[src/rtl/kernel_pkg.sv]
// Shared types and constants for the 3x3 kernel window loader.
package kernel_pkg;

    typedef enum logic [2:0] {
        ST_IDLE,
        ST_FETCH,
        ST_LAST,
        ST_PRESENT,
        ST_FINISH
    } state_t;

    localparam int K_CENTER = 4;
    localparam int K_COUNT  = 9;
    localparam int BYTE_W   = 8;
    localparam int WIN_W    = K_COUNT * BYTE_W;

    // Neighbourhood offsets in fetch order: dc varies fastest, so reads are row-major.
    localparam int DR_TAB [K_COUNT] = '{-1, -1, -1, 0, 0, 0, 1, 1, 1};
    localparam int DC_TAB [K_COUNT] = '{-1, 0, 1, -1, 0, 1, -1, 0, 1};

endpackage

[src/rtl/kernel_addr_gen.sv]
// Maps a centre pixel (r,c) and neighbour index k to a row-major RAM address.
module kernel_addr_gen
    import kernel_pkg::*;
#(
    parameter int N       = 8,
    parameter int bitSize = 6
) (
    input  logic [bitSize:0] r,
    input  logic [bitSize:0] c,
    input  logic [3:0]       k,
    output logic [bitSize:0] addr
);

    int row_i;
    int col_i;
    int lin_i;

    // (r+dr)*N + (c+dc); r,c stay inside 1..N-2 so the result never wraps.
    always_comb begin
        row_i = int'(r) + DR_TAB[k];
        col_i = int'(c) + DC_TAB[k];
        lin_i = row_i * N + col_i;
        addr  = lin_i[bitSize:0];
    end

endmodule

[src/rtl/kernel_window_loader.sv]
// Scans interior pixels of a padded N x N image, fetching each 3x3 window
// with one read per cycle and presenting it on a valid/ready port.
module kernel_window_loader
    import kernel_pkg::*;
#(
    parameter int N       = 8,
    parameter int bitSize = 6
) (
    input  logic               clk,
    input  logic               rst,
    input  logic               start,
    output logic               busy,
    output logic               done,
    output logic               ram_re,
    output logic [bitSize:0]   ram_addr,
    input  logic [7:0]         ram_data,
    output logic               win_valid,
    input  logic               win_ready,
    output logic [WIN_W-1:0]   win_data,
    output logic [bitSize:0]   win_center
);

    localparam int AW = bitSize + 1;
    localparam logic [AW-1:0] RC_FIRST = AW'(1);
    localparam logic [AW-1:0] RC_LAST  = AW'(N - 2);
    localparam logic [3:0]    K_LAST   = 4'(K_COUNT - 1);
    localparam logic [3:0]    K_MID    = 4'(K_CENTER);

    state_t          state;
    state_t          state_nxt;
    logic [AW-1:0]   r;
    logic [AW-1:0]   c;
    logic [3:0]      k;
    logic [3:0]      k_prev;
    logic [AW-1:0]   gen_addr;
    logic [AW-1:0]   addr_hold;
    logic            hs;
    logic            last_pix;

    assign hs       = (state == ST_PRESENT) && win_ready;
    assign last_pix = (r == RC_LAST) && (c == RC_LAST);
    assign k_prev   = k - 4'd1;

    kernel_addr_gen #(
        .N       (N),
        .bitSize (bitSize)
    ) u_addr_gen (
        .r    (r),
        .c    (c),
        .k    (k),
        .addr (gen_addr)
    );

    // State register.
    always_ff @(posedge clk) begin
        if (rst) state <= ST_IDLE;
        else     state <= state_nxt;
    end

    // Next-state decode and state-derived outputs.
    always_comb begin
        state_nxt = state;
        busy      = 1'b1;
        done      = 1'b0;
        ram_re    = 1'b0;
        win_valid = 1'b0;
        ram_addr  = addr_hold;
        case (state)
            ST_IDLE: begin
                busy = 1'b0;
                if (start) state_nxt = ST_FETCH;
            end
            ST_FETCH: begin
                ram_re   = 1'b1;
                ram_addr = gen_addr;
                if (k == K_LAST) state_nxt = ST_LAST;
            end
            ST_LAST: begin
                state_nxt = ST_PRESENT;
            end
            ST_PRESENT: begin
                win_valid = 1'b1;
                if (win_ready) state_nxt = last_pix ? ST_FINISH : ST_FETCH;
            end
            ST_FINISH: begin
                done      = 1'b1;
                state_nxt = ST_IDLE;
            end
            default: state_nxt = ST_IDLE;
        endcase
    end

    // Scan position, fetch counter and window assembly (read data lags the address by one cycle).
    always_ff @(posedge clk) begin
        if (rst) begin
            r          <= RC_FIRST;
            c          <= RC_FIRST;
            k          <= '0;
            addr_hold  <= '0;
            win_data   <= '0;
            win_center <= '0;
        end else begin
            if (state == ST_FETCH) begin
                k         <= (k == K_LAST) ? 4'd0 : k + 4'd1;
                addr_hold <= gen_addr;
                if (k != 4'd0) win_data[k_prev*BYTE_W +: BYTE_W] <= ram_data;
                if (k == K_MID) win_center <= gen_addr;
            end
            if (state == ST_LAST) begin
                win_data[(K_COUNT-1)*BYTE_W +: BYTE_W] <= ram_data;
            end
            if (hs && !last_pix) begin
                if (c == RC_LAST) begin
                    c <= RC_FIRST;
                    r <= r + AW'(1);
                end else begin
                    c <= c + AW'(1);
                end
            end
            if (state == ST_FINISH) begin
                r <= RC_FIRST;
                c <= RC_FIRST;
            end
        end
    end

endmodule

[config.mk]
export PLATFORM = sky130hd
export DESIGN_NAME = kernel_window_loader
export DESIGN_NICKNAME = d
export VERILOG_FILES = /design/src/rtl/kernel_pkg.sv /design/src/rtl/kernel_addr_gen.sv /design/src/rtl/kernel_window_loader.sv
export SDC_FILE = /design/constraint.sdc
export NUM_CORES = 1
export LEC_CHECK = 0
export ABC_AREA = 1
export CAP_MARGIN = 20
export CORE_ASPECT_RATIO = 0.8
export CORE_UTILIZATION = 40
export DETAILED_ROUTE_END_ITERATION = 8
export PLACE_DENSITY = 0.74
export SKIP_LAST_GASP = 1
export SLEW_MARGIN = 25
export SYNTH_ARGS = -nofsm -noshare
export SYNTH_HDL_FRONTEND = slang
export SYNTH_HIERARCHICAL = 1
export SYNTH_SLANG_ARGS = --single-unit
[constraint.sdc]
create_clock -name clk -period 5 [get_ports clk]
set_input_delay 0.75 -clock clk [delete_from_list [all_inputs] [get_ports clk]]
set_output_delay 0.75 -clock clk [all_outputs]
set_load 0.01 [all_outputs]
# Word-level counts from Yosys, hierarchy flattened
# Memories as Yosys holds them, arrays and structs flattened.
# Index checks and enable logic that the tools add are counted.
# word_totals
input_bits	12
romBits	1024
memories	2
output_inout_bits	90
ff_bits	107
word_cells	67
# op_classes
mux	20
shift	2
eq_ne	11
n_bitwise	1
reduce_logical	14
magnitude_cmp	1
add_sub_neg	8
# mem_list
memory	depth	width	read_ports	rd_ports_with_merged_regs	write_ports	line	source
(name not given)	16	32	1	0	0	kernel_addr_gen.sv:20	row_i = int'(r) + DR_TAB[k];
(name not given)	16	32	1	0	0	kernel_addr_gen.sv:21	col_i = int'(c) + DC_TAB[k];
# op_table
cell	n
two-way mux 72 bit	2
bitwise mux 72 bit	1
variable shift 8 x 34 -> 72 bit (first input constant)	1
variable part select 8 x 34 -> 72 bit	1
negator 7 -> 34 bit	1
two-way mux 7 bit	4
adder 7 x 1 -> 7 bit (second input constant)	2
adder 7 bit	2
equality test 7 x 3 -> 1 bit (second input constant)	2
two-way mux 3 bit	4
two-way mux 4 bit	3
one-hot mux 3 bit (4 select lines)	1
two-way mux 8 bit	1
AND reduction 2 bit	4
equality test 3 x 2 -> 1 bit (second input constant)	2
inequality test 2 bit (second input constant)	3
greater-or-equal comparator 5 bit (second input constant)	1
NOT 4 -> 5 bit	1
adder 4 x 1 -> 4 bit (second input constant)	1
adder 4 bit	1
equality test 4 x 3 -> 1 bit (second input constant)	1
equality test 4 bit (second input constant)	1
two-way mux 1 bit	4
nonzero test 2 bit	2
9 further kinds	11

# Depth between registers and ports, before layout
# Gate-level depths: netlist of run 1.
# depth
depth_word	7
ltp_mapped	22
ltp_nobuf	22

# By module
# The synthesis of run 1 kept the hierarchy.
# by_module_without_submodules
mod	area_per_inst_um2	cells_per_inst	seq_area_each_um2	instances
kernel_window_loader	4986.0	695	2142.1	1
kernel_addr_gen	603.1	95	0.0	1

# Least setup slack after synthesis of run 1
# OpenSTA, ideal clock, no wires.
# synth_path
kind	register to output
startpoint	register k[1]
endpoint	output port ram_addr[6]
t_arrival_ps	2831
path_stages_with_launch	19
t_required_ps	4250
n_path_buf	0
slack_ps	1419
cell_sequence	dfxtp_1 ha_1 inv_1 nand2_2 o211ai_1 ha_1 inv_1 fa_1 inv_1 ha_1 a21oi_1 nand2_1 nand2_1 nand2_1 a21oi_1 nand3_1 nand2_1 inv_1 a21oi_1
# synth_via
elab_chain_cells	7
word_cells_on_any_way	11
cone_classes	3 x add/sub; 5 x mux; 1 x bitwise; 2 x memory
# synth_rtl
item	line	source
from (decl)	kernel_window_loader.sv:33	logic [3:0] k;
from (signal assigned)	kernel_window_loader.sv:104	k <= (k == K_LAST) ? 4'd0 : k + 4'd1;
NOT 4 -> 5 bit (not written as such) (*)	kernel_addr_gen.sv:20, kernel_addr_gen.sv:21	
memory read (16 x 32 bit), on equally long branches	-	
two-way mux 7 bit (not written as such) or two-way mux 4 bit (tied branches) (2 in series)	kernel_addr_gen.sv:21, kernel_addr_gen.sv:20	
adder 7 bit or adder 4 bit (tied branches)	kernel_addr_gen.sv:21, kernel_addr_gen.sv:20	
adder 7 bit (*)	kernel_addr_gen.sv:22	lin_i = row_i * N + col_i;
via gen_addr[6]	kernel_window_loader.sv:35	logic [AW-1:0] gen_addr;
two-way mux 7 bit (*)	kernel_window_loader.sv:68	case (state)
to (decl)	kernel_window_loader.sv:15	output logic [bitSize:0] ram_addr,
# Mark *: on every way through the listed nets, which the timed path passes. The rest lies on a longest branch. The select of a mux whose other input is x is not followed.

# Worst setup path after layout of run 1
# Ends and elaborated chain as after synthesis.

==> impl_metrics.py, run 1 <==
metrics = {
    "clock_tree": {
        "cts_made_buffers": 9,
        "insertion_delay_ns": 0.36,
        "cts_resized": 0,
        "htreeDepth": 3,
        "clkTransAtPathRegs_ns": 0.08,
        "cts-root-buf": "clkbuf_16",
        "postCtsSetupBuffers": 0,
        "cts-hold-fix-buffers": 0,
        "clock-sinks": 107,
        "clk_path_buf_depth": 2,
        "tritoncts": "done",
    },
    "layout": {
        "diodes": 0,
        "final_cell_area_sq_um": 7090,
        "layout.nets": 929,
        "area_growth_pct": 26.9,
        "fin_util": 0.522,
        "drive_gt1_frac": 0.0872,
    },
    "timing": {
        "holdWs_ns": 0.466,
        "fin_crit_ns": 4.64,
        "slew_headroom": 0.428,
        "tns_ns": 0,
        "fin_crit_sh": 0.929,
        "rsz0062_at_grt": "false",
        "setup_viol": 0,
        "finalHoldViolCount": 0,
        "drv_slew": 0,
        "fmaxAchievable_mhz": 215,
        "skew_ns": 0.0108,
        "worstMarginPinSlew_ns": 0.853,
    },
    "power": {
        "p_comb_frac": 0.428,
        "p_per_area_nw_per_um2": 409,
        "cell_internal_pwr_mw": 1.73,
        "switching_share": 0.402,
        "ir_worst_vdd_mv": 0.228,
        "clock_power_share": 0.247,
        "p_switching_mw": 1.17,
        "power_leakage_nw": 3.18,
        "sequentialPowerShare": 0.325,
    },
    "worst_setup_path": {
        "reg2reg_depth": 18,
        "r2r_slack_ns": 1.85,
        "worstPathArrival_ns": 3.89,
        "reg2reg_from": "k[1]",
        "critPathMaxFanout": 9,
        "startpoint": "k[1]",
        "worstPathRequired_ns": 4.25,
        "end_kind": "output pin",
        "critPathCapture": "ram_addr[6]",
        "critPathKind": "flop to output pin",
        "cp-start-kind": "flop",
        "r2r-end": "addr_hold[6]",
    },
    "routing": {
        "post_drt_via_cell_ratio": 4.80,
        "drt_wl_total_um": 13800,
        "post_drt_wl_per_cell_um": 12.9,
        "ant_nets": 0,
        "drt_pass1_iterations": 5,
        "drt_first_iter_violations": 391,
        "drc": 0,
        "vias": 5158,
    },
    "synthesis": {
        "syn_area_sq_um": 5590,
        "synth_top_flop_cell": "dfxtp_1",
        "synthMostInstantiatedCell": "nand2_1",
        "synth_warnings": 6,
        "synth.distinct_cells": 40,
        "synth.top_cell.area_share": 0.383,
        "synth.area.top_cells": "dfxtp_1 (38%), nand2_1 (9.4%), nor2_1 (8.7%)",
        "synth.ff_latch_count": 107,
        "synthTopCellsByCount": "nand2_1 (140), nor2_1 (130), dfxtp_1 (107)",
        "synthArstFlopShare": 0,
        "ys_seq_area_frac": 0.383,
        "synth_cells": 790,
        "synth_top_cell_by_area": "dfxtp_1",
        "synth_edf_count": 0,
        "avgSynthCellArea_sq_um": 7.07,
        "synth_nets": 830,
    },
    "flow_run": {
        "cap_violations": 0,
    },
    "floorplan": {
        "core_sq_um": 13600,
        "start_util": 0.411,
        "rows": 38,
        "die_w_um": 134,
        "ios": 102,
        "die_y_um": 108,
        "dieArea_sq_um": 14500,
    },
    "global_route": {
        "grt_pass1_wl_um": 22500,
        "grt_max_degree": 30,
        "grt_usage": 0.197,
        "grt_pass1_vias": 4570,
        "antenna_found_initial": 0,
        "grt-ovfl-total": 0,
    },
    "place": {
        "hpwl_um": 10400,
        "portBuffers": 101,
        "place_congestion": 0.952,
        "place_area_sq_um": 6790,
    },
    "worst_hold_path": {
        "hold_start": "win_data[40]",
        "hp-class": "flop to flop",
    },
    "run_status": {
        "status": "finished clean",
    },
}
-- stage by stage --
step / worst slack [ns] / power (mW) / std cells
floorplan: 1.42 / 1.85 / 790
global placement: 0.804 / 2.18 / 1058
detailed placement: 0.733 / 2.20 / 1058
CTS: 0.333 / 2.92 / 1074
global route: 0.0552 / 3.13 / 1074
finish: 0.355 / 2.90 / 1074
-- worst min path at each step --
stage | end | slack, ns | cells after the start
after global routing | win_data[17] | 0.48 | 2
after global placement | win_data[40] | 0.45 | 2
final | win_data[40] | 0.47 | 2
after floorplan | win_data[40] | 0.47 | 2
after detailed placement | win_data[17] | 0.46 | 2
after CTS | win_data[17] | 0.47 | 2
-- kinds of logic after synthesis --
kind of cell / Yosys count / share of synthesized area
flops: 107 / 0.383
fa+ha+maj: 28 / 0.0681
buf+inv: 134 / 0.0940
compound gates: 155 / 0.150
simple gates: 357 / 0.291
xor+xnor: 9 / 0.0141
-- registers in the layout, summed over array words and instances, names as in the netlist --
name        cells
k               4
win_center      7
addr_hold       7
r               7
c               7
state           3
win_data       72
-- layer usage --
layer | vias to the layer above | track usage | routed length, um
met4 | 0 | 0.0482 | 123
met1 | 2284 | 0.296 | 7370
met5 | - | 0 | 0
met3 | 8 | 0.0386 | 830
li1 | 2729 | - | -
met2 | 137 | 0.285 | 5490
-- power by group through the flow --
stage                     clock (mW)  combinational [mW]  sequential (mW)
after CTS                      0.731                1.24            0.944
after floorplan                    0               0.885            0.969
after detailed placement           0                1.24            0.964
after global placement             0                1.22            0.962
final                          0.717                1.24            0.943
after global routing           0.765                1.41            0.952
-- layout make-up --
| type | instances | area [sq um] |
|---|---|---|
| Fill cell | 1337 | 6500 |
| Multi-Input combinational cell | 549 | 2920 |
| Sequential cell | 107 | 2140 |
| Timing Repair Buffer | 107 | 1060 |
| Inverter | 115 | 447 |
| Clock buffer | 9 | 225 |
| Tap cell | 180 | 225 |
| Clock inverter | 7 | 76.3 |
-- cell usage in the layout, fill, tap and decap left out, types with 10 or more instances in the layout --
cell type        instances
nand2_1                140
nand3_1                 35
inv_1                   99
inv_2                   10
dfxtp_1                107
a21oi_1                 71
o21ai_0                 50
o21ai_1                 15
clkdlybuf4s50_1        101
ha_1                    24
nor2_1                 130
-- critical path, stage by stage, from the launching register on --
cell             delay, ns
dfxtp_1               0.49
ha_1                  0.22
inv_1                 0.05
nand2_2               0.08
o211ai_1              0.10
ha_1                  0.29
inv_1                 0.04
fa_1                  0.47
inv_1                 0.04
ha_1                  0.34
a21oi_1               0.17
nand2_1               0.09
nand2_1               0.06
nand2_1               0.05
a21oi_1               0.16
nand3_1               0.10
nand2_1               0.07
inv_1                 0.06
a21oi_1               0.12
clkdlybuf4s50_1       0.54
Note: power is estimated with default switching activity, not from simulation.
==> inputs of run 2 (changes only) <==
--- a/config.mk
+++ b/config.mk
@@ -8,9 +8,9 @@
 export ABC_AREA = 1
 export CAP_MARGIN = 20
 export CORE_ASPECT_RATIO = 0.8
-export CORE_UTILIZATION = 40
+export CORE_UTILIZATION = 54
 export DETAILED_ROUTE_END_ITERATION = 8
-export PLACE_DENSITY = 0.74
+export PLACE_DENSITY = 0.92
 export SKIP_LAST_GASP = 1
 export SLEW_MARGIN = 25
 export SYNTH_ARGS = -nofsm -noshare
==> impl_metrics.py, run 2 (synthesis gave the netlist of run 1 again) <==
metrics = {
    "run_status": {
        "status": "finished clean",
    },
    "floorplan": {
        "rows": 32,
        "start_util": 0.567,
        "die_y_um": 93.0,
        "die_w_um": 116,
        "ios": 102,
        "dieArea_sq_um": 10800,
        "core_sq_um": 9850,
    },
    "layout": {
        "drive_gt1_frac": 0.0862,
        "mostFrequentLayoutCell": "nand2_1",
        "largest_register": "win_data",
        "layout_common_cells": "nand2_1 (140), nor2_1 (130), dfxtp_1 (107)",
        "layout.cells.non_filler": 1029,
        "fin_util": 0.716,
        "layout.nets": 928,
        "final_cell_area_sq_um": 7050,
        "area_growth_pct": 26.1,
        "largest_reg_flops": 72,
        "diodes": 0,
    },
    "routing": {
        "drt_pass1_iterations": 5,
        "drt_first_iter_violations": 549,
        "post_drt_wl_per_cell_um": 13.8,
        "drt_wl_total_um": 14200,
        "drc": 0,
        "ant_nets": 0,
        "vias": 5420,
        "post_drt_via_cell_ratio": 5.27,
    },
    "timing": {
        "skew_ns": 0.0117,
        "fmaxAchievable_mhz": 215,
        "drv_slew": 0,
        "setup_viol": 0,
        "tns_ns": 0,
        "fin_crit_sh": 0.931,
        "setup_slack_ns": 0.345,
        "finalHoldViolCount": 0,
        "rsz0062_at_grt": "false",
        "fin_crit_ns": 4.65,
        "holdWs_ns": 0.467,
        "slew_headroom": 0.451,
        "worstMarginPinSlew_ns": 0.819,
    },
    "clock_tree": {
        "insertion_delay_ns": 0.36,
        "cts_made_buffers": 9,
        "clock-sinks": 107,
        "htreeDepth": 3,
        "clkTransAtPathRegs_ns": 0.08,
        "tritoncts": "done",
        "cts-root-buf": "clkbuf_16",
        "clk_path_buf_depth": 2,
        "cts_resized": 0,
        "postCtsSetupBuffers": 0,
        "cts-hold-fix-buffers": 0,
    },
    "place": {
        "place_congestion": 0.931,
        "place_inst": 1013,
        "hpwl_um": 10200,
        "portBuffers": 101,
        "place_area_sq_um": 6730,
        "place_ws_ns": 0.746,
    },
    "worst_hold_path": {
        "worstHoldEndpoint": "win_data[55]",
        "hp-class": "flop to flop",
        "hold_depth": 2,
        "hold_start": "win_data[55]",
    },
    "worst_setup_path": {
        "critPathMaxFanout": 9,
        "critPathTopFamily": "adder cells",
        "worstPathRequired_ns": 4.25,
        "reg2reg_depth": 18,
        "critPathKind": "flop to output pin",
        "worstPathArrival_ns": 3.90,
        "reg2reg_from": "k[1]",
        "end_kind": "output pin",
        "critPathMaxStageDelay_ns": 0.55,
        "crit_path_top_delay_cell": "clkdlybuf4s50_1",
        "r2r-end": "addr_hold[6]",
        "startpoint": "k[1]",
        "crit_path_cell_trace": "ha_1 -> inv_1 -> nand2_2 -> o211ai_1 -> ha_1 -> inv_1 -> fa_1 -> inv_1 -> ha_1 -> a21oi_1 -> nand2_1 -> nand2_1 -> nand2_1 -> a21oi_1 -> nand3_1 -> nand2_1 -> inv_1 -> a21oi_1 -> clkdlybuf4s50_1",
        "crit_buf_inv": 5,
        "r2r_slack_ns": 1.83,
        "cp-start-kind": "flop",
    },
    "power": {
        "finalPower_mw": 2.96,
        "power_leakage_nw": 3.18,
        "p_per_area_nw_per_um2": 420,
        "ir_worst_vdd_mv": 0.230,
    },
    "flow_run": {
        "cap_violations": 0,
    },
    "global_route": {
        "grt_pass1_wl_um": 23300,
        "antenna_found_initial": 0,
        "grt_max_degree": 60,
        "grt_pass1_vias": 4907,
        "grt-ovfl-total": 0,
        "grt_usage": 0.276,
    },
}
-- run 2: per-layer routing --
metal,track usage,part of all wire,vias up
met1,0.389,0.47,2437
met4,0.0855,0.016,0
met3,0.0467,0.081,21
met5,0,0,-
li1,-,-,2725
met2,0.430,0.43,237
-- run 2: worst max path at each step --
stage | endpoint | depth (start not counted)
finish | ram_addr[6] | 19
CTS | ram_addr[6] | 19
global placement | ram_addr[6] | 19
detailed placement | ram_addr[6] | 19
floorplan | ram_addr[6] | 18
global route | ram_addr[6] | 19
-- run 2: report_power, final --
part	switching, mW	internal (mW)	leakage, nW
Combinational	0.790	0.465	2.16
Clock	0.355	0.403	0.153
Sequential	0.0342	0.910	0.864
-- run 2: final cells by class --
cell class | count | area (sq um)
clock buffers | 9 | 225
clock inverters | 7 | 93.8
fillers | 748 | 2800
inverters | 115 | 447
multi-input cells | 549 | 2920
flip-flops and latches | 107 | 2140
well taps | 136 | 170
repair buffers | 106 | 1050
-- run 2: worst min-delay path: stages (launching register included) --
cell and delay (ns):
dfxtp_1 0.31, nand2_1 0.06, a21oi_1 0.05
